[src/rtl/instr_fetch.sv]
// Instruction-fetch stage: holds the PC, fetches over a req/ack handshake and hands the word to decode.
// Optional PC_ALIGN_CHECK_EN traps misaligned next-PC targets in a sticky ERROR state.
//
// state | meaning
// IDLE  | after reset, no request
// FETCH | imem_req high at pc, waiting for imem_ack
// VALID | instr presented to decode; advances when not stalled
// ERROR | misaligned target trapped until reset (PC_ALIGN_CHECK_EN only)

module instr_fetch #(
    parameter logic [31:0] RESET_PC = 32'h0000_0000
) (
    input  logic        clk,
    input  logic        rst_n,
    output logic        imem_req,
    output logic [31:0] imem_addr,
    input  logic        imem_ack,
    input  logic [31:0] imem_rdata,
    input  logic        stall,
    input  logic        branch_taken,
    input  logic [31:0] branch_offset,
    input  logic        redirect_valid,
    input  logic [31:0] redirect_pc,
    output logic [31:0] instr,
    output logic        instr_valid,
    output logic [5:0]  op,
    output logic [31:0] pc_out,
    output logic [31:0] pc_plus4,
    output logic        misalign_err
);

    typedef enum logic [1:0] {
        IDLE  = 2'd0,
        FETCH = 2'd1,
        VALID = 2'd2,
        ERROR = 2'd3
    } state_t;

    state_t      state, state_nxt;
    logic [31:0] pc, pc_nxt;
    logic [31:0] instr_q, instr_nxt;
    logic [31:0] seq_pc;
    logic [31:0] target;

    assign seq_pc = pc + 32'd4;

    // Redirect beats branch; branch offset is in words
    always_comb begin
        target = seq_pc;
        if (redirect_valid)
            target = redirect_pc;
        else if (branch_taken)
            target = seq_pc + (branch_offset << 2);
    end

`ifdef PC_ALIGN_CHECK_EN
    logic err, err_nxt;
`endif

    always_comb begin
        state_nxt = state;
        pc_nxt    = pc;
        instr_nxt = instr_q;
`ifdef PC_ALIGN_CHECK_EN
        err_nxt   = err;
`endif
        case (state)
            IDLE: state_nxt = FETCH;
            FETCH: begin
                if (imem_ack) begin
                    instr_nxt = imem_rdata;
                    state_nxt = VALID;
                end
            end
            VALID: begin
                if (!stall) begin
`ifdef PC_ALIGN_CHECK_EN
                    // pc is left at the faulting instruction so pc_out points at it
                    if (target[1:0] != 2'b00) begin
                        err_nxt   = 1'b1;
                        state_nxt = ERROR;
                    end else begin
                        pc_nxt    = target;
                        state_nxt = FETCH;
                    end
`else
                    pc_nxt    = target & 32'hFFFF_FFFC;
                    state_nxt = FETCH;
`endif
                end
            end
`ifdef PC_ALIGN_CHECK_EN
            ERROR: state_nxt = ERROR;
`endif
            default: state_nxt = IDLE;
        endcase
    end

    always_ff @(posedge clk or negedge rst_n) begin
        if (!rst_n) begin
            state   <= IDLE;
            pc      <= RESET_PC;
            instr_q <= 32'd0;
        end else begin
            state   <= state_nxt;
            pc      <= pc_nxt;
            instr_q <= instr_nxt;
        end
    end

`ifdef PC_ALIGN_CHECK_EN
    always_ff @(posedge clk or negedge rst_n) begin
        if (!rst_n)
            err <= 1'b0;
        else
            err <= err_nxt;
    end
    assign misalign_err = err;
`else
    assign misalign_err = 1'b0;
`endif

    // Request and valid decode straight from state so reset drops them asynchronously
    assign imem_req    = (state == FETCH);
    assign imem_addr   = pc;
    assign instr_valid = (state == VALID);
    assign instr       = instr_q;
    assign op          = instr_q[31:26];
    assign pc_out      = pc;
    assign pc_plus4    = seq_pc;

endmodule

[config.mk]
export PLATFORM = sky130hd
export DESIGN_NAME = instr_fetch
export DESIGN_NICKNAME = d
export VERILOG_FILES = /design/src/rtl/instr_fetch.sv
export SDC_FILE = /design/constraint.sdc
export NUM_CORES = 1
export LEC_CHECK = 0
export ABC_AREA = 1
export ABC_CLOCK_PERIOD_IN_PS = 3500
export BUFFER_PORTS_ARGS = -buffer_cell sky130_fd_sc_hd__buf_2
export CORE_MARGIN = 3
export CORE_UTILIZATION = 35
export CTS_CLUSTER_SIZE = 20
export DETAILED_ROUTE_END_ITERATION = 7
export PLACE_DENSITY = 0.64
export SYNTH_ARGS = -nofsm -noshare
export SYNTH_HDL_FRONTEND = slang
export SYNTH_SLANG_ARGS = --single-unit
[constraint.sdc]
create_clock -name clk -period 3.5 [get_ports clk]
set_input_delay 0.7 -clock clk [delete_from_list [all_inputs] [get_ports clk]]
set_output_delay 0.7 -clock clk [all_outputs]
set_load 0.01 [all_outputs]
; Word-level counts from Yosys, hierarchy flattened
; Index checks and enable logic that the tools add are counted.
[classes]
add_sub_neg = 2
n_eq_ne = 4
n_mux = 5
n_bitwise = 1
n_reduce_logical = 4
[ops]
columns = operator, count
row1 = 2-to-1 mux 32 bit, 2
row2 = adder 32 x 3 -> 32 bit (second input constant), 1
row3 = adder 32 bit, 1
row4 = one-hot mux 2 bit (3 select lines), 1
row5 = AND reduction 2 bit, 3
row6 = 2-to-1 mux 2 bit, 2
row7 = == test 2 x 1 -> 1 bit (second input constant), 1
row8 = == test 2 bit (second input constant), 1
row9 = logical NOT 2 bit, 1
row10 = != test 2 x 1 -> 1 bit (second input constant), 1
row11 = != test 2 bit (second input constant), 1
row12 = NOT 1 bit, 1
[word_totals]
reg_bits = 64
inputBits = 102
out_inout_bits = 137
elab_cells = 19

; Longest topological paths before layout
; Gate-level depths: netlist of the first run.
[logic_depth]
depth_word = 4
depth_mapped = 23
depth_no_buf = 23

; Worst setup path before layout of the first run
; No wires, ideal clock.
[synth_path]
path_kind = register -> register
startpoint = reg pc[3] (netlist: imem_addr[3])
endpoint = reg pc[23] (netlist: imem_addr[23])
setup_ns = 0.084
arrival_ns = 2.647
required_ns = 3.416
slack_ns = 0.769
path_stages_with_launch = 20
n_path_buf = 0
synth_period_minus_slack_ns = 2.731
cell_sequence = dfrtp_1 > ha_1 > nand2_1 > nor2_1 > inv_1 > nor2_1 > xor2_1 > inv_1 > ha_1 > nand2_1 > nor2_1 > and2_1 > nand2_1 > nand2_1 > nand2_1 > nand2_1 > nand2_1 > nand3_1 > nand2_1 > a21boi_0
[synth_between]
elab_chain_cells = 4
[synth_rtl]
columns = element, line_no
row1 = "start, declared", 40  ; logic [31:0] pc, pc_nxt;
row2 = "start signal, assigned", 106  ; pc <= pc_nxt;
row3 = adder 32 x 3 -> 32 bit, 45  ; assign seq_pc = pc + 32'd4;
row4 = via pc_plus4[14], 28  ; output logic [31:0] pc_plus4,
row5 = adder 32 bit, 53  ; target = seq_pc + (branch_offset << 2);
row6 = 2-to-1 mux 32 bit, 52  ; else if (branch_taken)
row7 = 2-to-1 mux 32 bit, 50  ; if (redirect_valid)
; The timed path passes the listed nets, and every way through them passes these cells.
; A chain may end at the register's enable or synchronous reset.

; Worst setup path after layout of the first run
[layout_path]
startpoint = reg pc[2] (netlist: imem_addr[2])
endpoint = reg pc[22] (netlist: imem_addr[22])
[layout_between]
elab_chain_cells = 4
[layout_rtl]
columns = element, line_no
row1 = adder 32 x 3 -> 32 bit (*), 45
row2 = adder 32 bit, 53
row3 = 2-to-1 mux 32 bit (*), 52
row4 = 2-to-1 mux 32 bit (*), 50
; Every way passes the cells marked *; elsewhere a longest branch is shown, timed or not.

==> results of run 1 <==
-- per-layer routing --
layer | GRT usage | vias up | routed length (µm)
met3 | 0.0450 | 22 | 1600
met2 | 0.360 | 249 | 10200
met4 | 0.0428 | 0 | 334
met1 | 0.285 | 2940 | 9230
met5 | 0 | - | 0
li1 | - | 3342 | -
-- state kept, by name, summed over array words and instances, names as in the netlist --
name       flops
imem_addr     30
instr         32
state          2
-- Yosys cell counts, types with 7 or more instances --
master | instances | area share
nand2_1 | 284 | 0.17
inv_1 | 124 | 0.075
nor2_1 | 72 | 0.043
a21oi_1 | 65 | 0.052
dfrtp_1 | 64 | 0.26
nand3_1 | 54 | 0.043
buf_4 | 44 | 0.053
ha_1 | 36 | 0.072
mux2_2 | 32 | 0.058
xor2_1 | 29 | 0.041
o21ai_0 | 24 | 0.019
clkbuf_1 | 13 | 0.0078
nand4_1 | 10 | 0.010
o21bai_1 | 10 | 0.012
a21boi_1 | 7 | 0.0084
nor3_1 | 7 | 0.0056
-- where the power goes --
group	total, mW	internal, mW	switching [mW]
clock	0.852	0.537	0.316
combinational	4.57	1.79	2.78
sequential	1.54	1.11	0.427
total	6.96	3.44	3.52
-- layout by cell type (no fill, tap or decap), types with 4 or more instances in the layout --
| master | count |
|---|---|
| a2bb2oi_1 | 4 |
| mux2_2 | 32 |
| nand2_1 | 284 |
| inv_1 | 124 |
| o21ai_0 | 23 |
| conb_1 | 7 |
| nand4_1 | 10 |
| nor2_1 | 68 |
| buf_2 | 227 |
| or2_2 | 5 |
| clkbuf_16 | 9 |
| dfrtp_1 | 62 |
| o21bai_1 | 10 |
| a21boi_0 | 6 |
| a21boi_1 | 7 |
| buf_4 | 12 |
| nor2_2 | 9 |
| a21oi_1 | 64 |
| ha_1 | 35 |
| nand3_1 | 54 |
| o21ai_1 | 5 |
| nor3_1 | 6 |
| o211ai_1 | 4 |
| xor2_1 | 27 |
| nand3b_1 | 4 |
-- how the worst max path moves through the flow --
| stage | from | endpoint | slack [ns] | depth (start not counted) |
|---|---|---|---|---|
| 2_1_floorplan | imem_addr[3] | imem_addr[23] | 0.77 | 19 |
| 3_3_place_gp | imem_addr[2] | imem_addr[23] | 0.28 | 18 |
| 3_5_place_dp | imem_addr[3] | imem_addr[23] | 0.24 | 18 |
| 4_1_cts | imem_addr[2] | imem_addr[23] | 0.21 | 18 |
| 5_1_grt | imem_addr[3] | imem_addr[23] | 0.003 | 19 |
| 6_report | imem_addr[2] | imem_addr[22] | 0.25 | 20 |
-- worst max-delay path, cell delays in order, from the launching register on --
cell and delay (ns):
dfrtp_2 0.44, inv_1 0.12, nor2_2 0.22, nand2_2 0.14, nor2_2 0.12, nand3_1 0.16
xor2_1 0.34, inv_1 0.13, ha_1 0.34, a21oi_1 0.23, nand2_1 0.13, nand2_1 0.07
nand3_1 0.12, inv_1 0.11, nand2_1 0.06, nand2_1 0.05, nand3_1 0.09, nand2_1 0.11
nand2_1 0.06, nand2_1 0.06, nand2_1 0.05
-- cell families after synthesis --
logic type               count (synthesis)
flip-flops                              64
AND/OR/NAND/NOR                        454
multiplexers                            32
adder cells (fa/ha/maj)                 37
other                                    1
XOR/XNOR                                30
buffers and inverters                  188
AO/OA/AOI/OAI                          132
-- area by class of cell --
type / count / area, µm² / area share
clock inverter: 2 / 12.5 / 0.00162
tap: 225 / 282 / 0.0365
inverter: 125 / 469 / 0.0608
sequential: 64 / 1600 / 0.208
clock buffer: 14 / 274 / 0.0355
multi-input combinational: 692 / 3850 / 0.498
timing repair buffer: 239 / 1230 / 0.159
antenna: 1 / 2.50 / 0.000324
-- through the flow --
step	instance area, µm²	hold slack (ns)	instances
after floorplan	6270	0.404	944
after global placement	7370	0.469	1345
after detailed placement	7370	0.488	1345
after CTS	7650	0.426	1361
after global routing	7710	0.451	1361
final	7720	0.419	1362
==> parameters.txt, run 1 <==
Parameter                              Value

STA
  Total Negative Setup Slacks    0 ns
  Clock skew    0.00511 ns
  Final worst slack    0.252 ns
  Total count of hold-check failures in the final report    0
  Crit share post-route    0.928
  Final Setup Violations    0
  RSZ-0062 raised after global routing    no
  Headroom to the max-slew limit    0.528
  Max Transition Viols Final    0
  Maximum clock frequency    0.308 GHz
  Worst-Margin Slew    0.706 ns
  Minimum period implied by the final worst setup slack    3.25 ns

Detailed routing
  Detailed Route WL    21.3 mm
  Number of detailed-route iterations in the first pass    5
  Final ANT Viol Nets    0
  Via/cell ratio    4.81
  DRC violations left    0
  Via count of the routed design    6553
  Starting DRT DRC Count    451
  Post-detailed-route wirelength per cell    15.7 µm

Pwr
  Power Dens Cells    902 nW/µm²
  Leakage power summed over all cells    4.26 nW
  Power Total    6.96 mW
  Highest ir drop seen on vdd    402 µV

Run status
  Outcome    completed

Logic synthesis
  Post-synth cell types    42
  Yosys warning count    0
  Dominant combinational cell family by area after synthesis    simple AND/OR/NAND/NOR gates
  Async SR Flop Fraction    1.00
  Syn Inst Count    938
  Most used flip-flop cell after synthesis    dfrtp_1
  Total standard cell area after synthesis    6250 µm²
  Number of storage elements in the synthesis netlist    64
  Fraction of the mapped netlist area in simple logic gates    0.304
  Share of synthesized area spent on multiplexers    0.0577
  Compound-cell area share of the yosys netlist    0.123
  Arithmetic-cell share of the synthesized area counting full adders, half adders and majority gates    0.0753
  Fraction of the yosys area taken by sequential cells    0.256
  Xor-xnor portion of the synthesized cell area    0.0421
  Number of synthesized flops with an enable pin    0
  Mean Syn Cell Area    6.66 µm²

Floorplanning
  Area enclosed by the die boundary    19500 µm²
  Floorplan core area    17400 µm²
  Vertical die dimension    140 µm
  Standard-cell row count    48
  Die width    140 µm
  Top-level port count    239
  Starting utilization of the core area    0.360

Placed design
  Number of buffers added on ports    227
  Post-placement worst setup slack    0.244 ns
  Final weighted congestion in routability-driven placement    0.974
  Total half-perimeter wirelength after legalization and detailed placement    17.7 mm

Global route
  Number of global-route vias before repair    6269
  Antenna violations before repair    0
  Global-route wire length before repair    33.3 mm
  Remaining Overflow, GRT    0
  Global Route Usage Sum    0.214
  Pin count of the biggest net entering global routing    42

Clocking
  Number of sinks handled by clock tree synthesis    64
  Number of CTS-inserted buffers    9
  TritonCTS clock tree    done
  Buffer levels on the longest clock path    2
  Clock network latency to the later pin of the worst-skew pair    0.32 ns
  CTS clock-pin slew for the worst setup and hold paths    0.05 ns
  Root buf cell    clkbuf_16
  Number of buffers inserted by post-CTS setup repair    0
  H-Tree Depth    3
  Hold-fix buffer count after cts    0
  PostCTS Resize Cnt    0

Setup path
  Worst R2R Setup Slack    0.25 ns
  Launch instance of the worst register-to-register path    imem_addr[2]
  Endpoint of the worst-slack reg-to-reg timing path    imem_addr[22]
  Crit Path Max Fanout    6
  Type of the worst setup path    reg2reg
  Data required time at the worst endpoint    3.72 ns
  Endpoint arrival time on the critical path    3.46 ns
  Setup crit start kind    register
  Type of element capturing the critical path    register
  Number of cell instances on the worst register-to-register path    20

Layout
  Final net count    1270
  Layout cells sized above 1    0.278
  Area growth from synthesis to layout    23.5%
  Number of filler cells placed in the layout    1889
  Post-layout util    0.445

Run
  Count of maximum capacitance violations    0

Worst hold path
  Worst min-delay path class    in2async
Note: power is estimated with default switching activity, not from simulation.
==> run 2, diff against run 1 <==
- CTS_BUF_LIST: not set -> sky130_fd_sc_hd__clkbuf_2 sky130_fd_sc_hd__clkbuf_4 sky130_fd_sc_hd__clkbuf_8
==> parameters.txt, run 2 (synthesis gave the netlist of run 1 again) <==
Parameter                              Value

Global route
  Number of global-route vias before repair    6265 (-0.064%)
  Remaining Overflow, GRT    0 (unchanged)
  Global-route wire length before repair    33.3 mm (+0.13%)
  Antenna violations before repair    0 (unchanged)
  Global Route Usage Sum    0.214 (+0.000648)
  Pin count of the biggest net entering global routing    42 (unchanged)

Setup path
  Setup crit start kind    register
  Type of element capturing the critical path    register
  Endpoint arrival time on the critical path    3.48 ns (+0.02 ns)
  Data required time at the worst endpoint    3.74 ns (+0.02 ns)
  Type of the worst setup path    reg2reg
  Timing endpoint of the critical path    imem_addr[22]
  Timing startpoint of the critical path    imem_addr[2]
  Launch instance of the worst register-to-register path    imem_addr[2]
  Worst R2R Setup Slack    0.26 ns (about the same)
  Crit Path Max Fanout    6 (unchanged)
  Number of cell instances on the worst register-to-register path    20 (unchanged)
  Endpoint of the worst-slack reg-to-reg timing path    imem_addr[22]

Floorplanning
  Vertical die dimension    140 µm (unchanged)
  Top-level port count    239 (unchanged)
  Die width    140 µm (unchanged)
  Starting utilization of the core area    0.360 (unchanged)
  Standard-cell row count    48 (unchanged)
  Floorplan core area    17400 µm² (unchanged)
  Area enclosed by the die boundary    19500 µm² (unchanged)

Run status
  Outcome    completed

Pwr
  Highest ir drop seen on vdd    401 µV (-0.26%)
  Leakage power summed over all cells    4.22 nW (-0.92%)
  Power Dens Cells    883 nW/µm² (-2.1%)

Placed design
  Final weighted congestion in routability-driven placement    0.974 (unchanged)
  Post-Place Cells    1345 (unchanged)
  Post-placement worst setup slack    0.244 ns (unchanged)
  Number of buffers added on ports    227 (unchanged)
  Total half-perimeter wirelength after legalization and detailed placement    17.7 mm (unchanged)

Detailed routing
  Post-detailed-route wirelength per cell    15.6 µm (about the same)
  Starting DRT DRC Count    446 (-1.1%)
  DRC violations left    0 (unchanged)
  Number of detailed-route iterations in the first pass    5 (unchanged)
  Final ANT Viol Nets    0 (unchanged)
  Via/cell ratio    4.83 (+0.31%)
  Via count of the routed design    6573 (+0.31%)
  Detailed Route WL    21.3 mm (about the same)

Clocking
  Number of buffers inserted by post-CTS setup repair    0 (unchanged)
  TritonCTS clock tree    done
  PostCTS Resize Cnt    0 (unchanged)
  Buffer levels on the longest clock path    2 (unchanged)
  Number of CTS-inserted buffers    9 (unchanged)
  Hold-fix buffer count after cts    0 (unchanged)
  Clock network latency to the later pin of the worst-skew pair    0.34 ns (+0.02 ns)
  Root buf cell    clkbuf_8
  H-Tree Depth    3 (unchanged)
  CTS clock-pin slew for the worst setup and hold paths    0.07 ns (+0.02 ns)
  Number of sinks handled by clock tree synthesis    64 (unchanged)

STA
  Crit share post-route    0.925 (-0.00286)
  Worst-Margin Slew    0.695 ns (-0.0116 ns)
  Total Negative Setup Slacks    0 ns (unchanged)
  Final Setup Violations    0 (unchanged)
  Final worst slack    0.262 ns (+0.0100 ns)
  Max Transition Viols Final    0 (unchanged)
  Total count of hold-check failures in the final report    0 (unchanged)
  Maximum clock frequency    0.309 GHz (+0.31%)
  Post-Route Hold Slack    0.393 ns (-0.0260 ns)
  Headroom to the max-slew limit    0.536 (+0.00775)
  Minimum period implied by the final worst setup slack    3.24 ns (-0.0100 ns)
  Clock skew    0.00692 ns (+0.00181 ns)

Layout
  Final net count    1270 (unchanged)
  Flip-flop count of the largest register, all copies and words added    32 (unchanged)
  Layout cells sized above 1    0.280 (+0.00176)
  Area growth from synthesis to layout    22.0%
  Number of filler cells placed in the layout    1897 (+0.42%)
  Most common library cell in the layout ignoring fill and taps    nand2_1
  Post-layout instance count excluding filler cells    1362 (unchanged)
  Most frequent cells in the layout    nand2_1, buf_2, inv_1, nor2_1, a21oi_1

Worst hold path
  Worst min-delay path class    in2async

Run
  Count of maximum capacitance violations    0 (unchanged)
run 2: cell counts in the layout (fill, tap and decap cells not counted):
Identical to the previous run, type by type.
run 2: through the flow:
step | power [mW] | utilization | cell area [µm²]
3_3_place_gp | 5.99 | 0.424 | 7370
6_report | 6.73 | 0.439 | 7620
2_1_floorplan | 4.64 | - | 6270
4_1_cts | 6.71 | 0.436 | 7560
5_1_grt | 7.41 | 0.439 | 7620
3_5_place_dp | 6.05 | 0.424 | 7370
run 2: critical path, stage by stage (launching register included):
cell and delay [ns]:
dfrtp_2 0.44, inv_1 0.12, nor2_2 0.23, nand2_2 0.14, nor2_2 0.12, nand3_1 0.16, xor2_1 0.34, inv_1 0.13
ha_1 0.34, a21oi_1 0.23, nand2_1 0.13, nand2_1 0.07, nand3_1 0.12, inv_1 0.11, nand2_1 0.06, nand2_1 0.05
nand3_1 0.08, nand2_1 0.11, nand2_1 0.06, nand2_1 0.06, nand2_1 0.04
run 2: worst min-delay path by stage:
stage / end / cells after the start
3_3_place_gp: state[0] / 1
6_report: imem_addr[8] / 2
4_1_cts: imem_addr[8] / 2
3_5_place_dp: instr[10] / 1
5_1_grt: imem_addr[7] / 2
2_1_floorplan: imem_addr[10] / 0
run 2: cell type report:
type / count / area, µm² / share of cell area
timing repair buffer: 239 / 1230 / 0.161
clock buffer: 14 / 180 / 0.0236
multi-input combinational: 692 / 3850 / 0.505
inverter: 125 / 469 / 0.0616
tap: 225 / 282 / 0.0369
sequential: 64 / 1600 / 0.210
clock inverter: 2 / 12.5 / 0.00164
antenna: 1 / 2.50 / 0.000328
run 2: power breakdown:
part / internal [mW] / switching, mW / total, mW
Combinational: 1.79 / 2.78 / 4.57
Clock: 0.331 / 0.293 / 0.623
Sequential: 1.11 / 0.424 / 1.53
Total: 3.23 / 3.50 / 6.73
run 2: metal layers:
| metal | GRT usage | share of wire | vias to the layer above |
|---|---|---|---|
| met5 | 0 | 0 | - |
| met4 | 0.0459 | 0.016 | 0 |
| met3 | 0.0460 | 0.076 | 25 |
| met2 | 0.360 | 0.47 | 248 |
| met1 | 0.285 | 0.43 | 2964 |
| li1 | - | - | 3336 |
==> run 3, diff against run 2 <==
==> constraint.sdc (replaced) <==
create_clock -name clk -period 3.5 [get_ports clk]
set_input_delay 0 -clock clk [delete_from_list [all_inputs] [get_ports clk]]
set_output_delay 0 -clock clk [all_outputs]
set_load 0.01 [all_outputs]
==> parameters.txt, run 3 (synthesis gave the netlist of run 1 again) <==
Parameter                              Value

Run status
  Outcome    completed

Clocking
  Number of CTS-inserted buffers    9 (unchanged)
  Root buf cell    clkbuf_8
  CTS clock-pin slew for the worst setup and hold paths    0.07 ns (about the same)
  TritonCTS clock tree    done
  Buffer levels on the longest clock path    2 (unchanged)
  Number of sinks handled by clock tree synthesis    64 (unchanged)
  Number of buffers inserted by post-CTS setup repair    0 (unchanged)
  Clock network latency to the later pin of the worst-skew pair    0.35 ns (about the same)
  H-Tree Depth    3 (unchanged)

Detailed routing
  Via/cell ratio    4.82 (-0.22%)
  Via count of the routed design    6838 (+4.0%)
  Number of detailed-route iterations in the first pass    5 (unchanged)
  Final ANT Viol Nets    0 (unchanged)
  Detailed Route WL    22.5 mm (+5.6%)
  Starting DRT DRC Count    546 (+22%)
  Post-detailed-route wirelength per cell    15.8 µm (+1.2%)
  DRC violations left    0 (unchanged)

Pwr
  Power Dens Cells    842 nW/µm² (-4.6%)
  Switching Power    3.55 mW (+1.3%)
  Sw Ratio    0.512 (-0.00836)
  Sequential cell fraction of total power    0.223 (-0.005)
  Internal    3.38 mW (+4.7%)
  Fraction of power consumed by the clock network    0.106 (+0.013)
  Comb power frac    0.671 (-0.009)
  Leakage power summed over all cells    4.47 nW (+5.9%)
  Highest ir drop seen on vdd    392 µV (-2.2%)

Floorplanning
  Die width    140 µm (unchanged)
  Starting utilization of the core area    0.360 (unchanged)
  Vertical die dimension    140 µm (unchanged)
  Area enclosed by the die boundary    19500 µm² (unchanged)
  Top-level port count    239 (unchanged)
  Standard-cell row count    48 (unchanged)
  Floorplan core area    17400 µm² (unchanged)

Layout
  Final net count    1328 (+4.6%)
  Number of filler cells placed in the layout    1820 (-4.1%)
  Multi-input gate area in the final layout    3830 µm² (-0.39%)
  Most frequent cells in the layout    nand2_1, buf_2, inv_1, nor2_1, a21oi_1
  Register cell area after layout    1610 µm² (about the same)
  Area growth from synthesis to layout    31.7%
  Flip-flop count of the largest register, all copies and words added    32 (unchanged)
  Layout cells sized above 1    0.265 (-0.0144)
  Most common library cell in the layout ignoring fill and taps    nand2_1
  Post-route cell area    8230 µm² (+7.9%)

STA
  RSZ-0062 raised after global routing    yes
  Total count of hold-check failures in the final report    0 (unchanged)
  Minimum period implied by the final worst setup slack    3.25 ns (+0.0164 ns)
  Headroom to the max-slew limit    0.330 (-0.206)
  Crit share post-route    0.930 (+0.00468)
  Total Negative Setup Slacks    0 ns (unchanged)
  Clock skew    0.00707 ns (+0.000152 ns)
  Max Transition Viols Final    0 (unchanged)
  Maximum clock frequency    0.307 GHz (-0.50%)
  Final Setup Violations    0 (unchanged)
  Worst-Margin Slew    1.00 ns (+0.310 ns)

Setup path
  Crit Path Max Fanout    5 (-1)
  Type of element capturing the critical path    register
  CP peak stage delay    0.46 ns (+0.02 ns)
  Slowest CP cell    dfrtp_1
  Setup crit start kind    register
  Data required time at the worst endpoint    3.75 ns (about the same)
  Type of the worst setup path    reg2reg
  Ordered cell list for the critical path    inv_1 -> nor3_1 -> nand2_1 -> nor2_1 -> nand2_1 -> xor2_1 -> inv_1 -> ha_1 -> nand2_1 -> o21ai_0 -> a21oi_1 -> nand3_1 -> nand2_1 -> nand3_1 -> nand2_1 -> a21boi_0
  Endpoint arrival time on the critical path    3.51 ns (+0.03 ns)
  Cell type with the highest occurrence count on the critical path    nand2_1

Global route
  Number of global-route vias before repair    6740 (+7.6%)
  Global-route wire length before repair    35.3 mm (+5.8%)
  Pin count of the biggest net entering global routing    44 (+4.8%)
  Global Route Usage Sum    0.225 (+0.0113)
  Antenna violations before repair    1 (+1)
  Remaining Overflow, GRT    0 (unchanged)

Placed design
  Final weighted congestion in routability-driven placement    0.953 (-2.2%)
  Total half-perimeter wirelength after legalization and detailed placement    17.7 mm (about the same)
  Placed instance area    7350 µm² (-0.20%)
  Number of buffers added on ports    227 (unchanged)

Worst hold path
  Worst min-delay path class    in2reg

Run
  Count of maximum capacitance violations    0 (unchanged)
==> run 3: final cells by class <==
type                       instances  share of cell area
antenna                            1            0.000304
clock buffer                      13              0.0195
clock inverter                     3             0.00791
inverter                         125              0.0570
multi-input combinational        692               0.466
sequential                        64               0.195
tap                              225              0.0342
timing repair buffer             297               0.220
==> run 3: repair_timing <==
action,in CTS,in global routing
resized for setup,0,13
hold endpoints to repair,100,0
hold buffers,60,0
endpoints found under the setup margin,0,17
==> run 3: stage by stage <==
step | instances | setup WS (ns) | util | power (mW) | hold WS [ns]
after floorplan | 944 | 0.769 | - | 4.64 | -0.296
after global placement | 1343 | 0.262 | 0.424 | 6.00 | 0.189
after detailed placement | 1343 | 0.232 | 0.424 | 6.07 | 0.203
after CTS | 1419 | 0.194 | 0.471 | 6.90 | 0.00202
after global routing | 1420 | -0.00102 | 0.474 | 7.58 | 0.0138
final | 1420 | 0.246 | 0.474 | 6.93 | 0.00695
==> run 3: worst paths after layout <==
| kind | slack (ns) | endpoint | startpoint | depth (start not counted) |
|---|---|---|---|---|
| worst max-delay path | 0.25 | imem_addr[24] | imem_addr[15] | 16 |
| worst min-delay path | 0.007 | imem_addr[14] | redirect_pc[14] | 3 |
| worst max register to register | 0.25 | imem_addr[24] | imem_addr[15] | 16 |
| worst min register to register | 0.50 | instr[9] | instr[9] | 1 |
| max in group asynchronous | 2.25 | instr[9] | rst_n | 3 |
| min in group asynchronous | 0.36 | instr[31] | rst_n | 2 |
==> run 3: power groups by stage <==
stage          logic [mW]  clock network [mW]  registers, mW
6_report             4.65               0.735           1.54
5_1_grt              5.18               0.785           1.61
4_1_cts              4.62               0.755           1.53
3_5_place_dp         4.54                   0           1.54
3_3_place_gp         4.49                   0           1.52
2_1_floorplan        3.03                   0           1.61
==> run 3: routing by layer <==
metal	GRT usage	wire length, µm	vias up
met5	0	0	-
met4	0.0658	533	0
met1	0.291	9910	3098
li1	-	-	3449
met3	0.0430	1410	35
met2	0.385	10600	256
==> run 3: critical path: cells and delay by family, from the launching register on <==
family / cells / cell delay, ns
xor+xnor: 1 / 0.30
flops: 1 / 0.46
compound gates: 3 / 0.69
simple gates: 9 / 1.13
fa+ha+maj: 1 / 0.38
buf+inv: 2 / 0.22
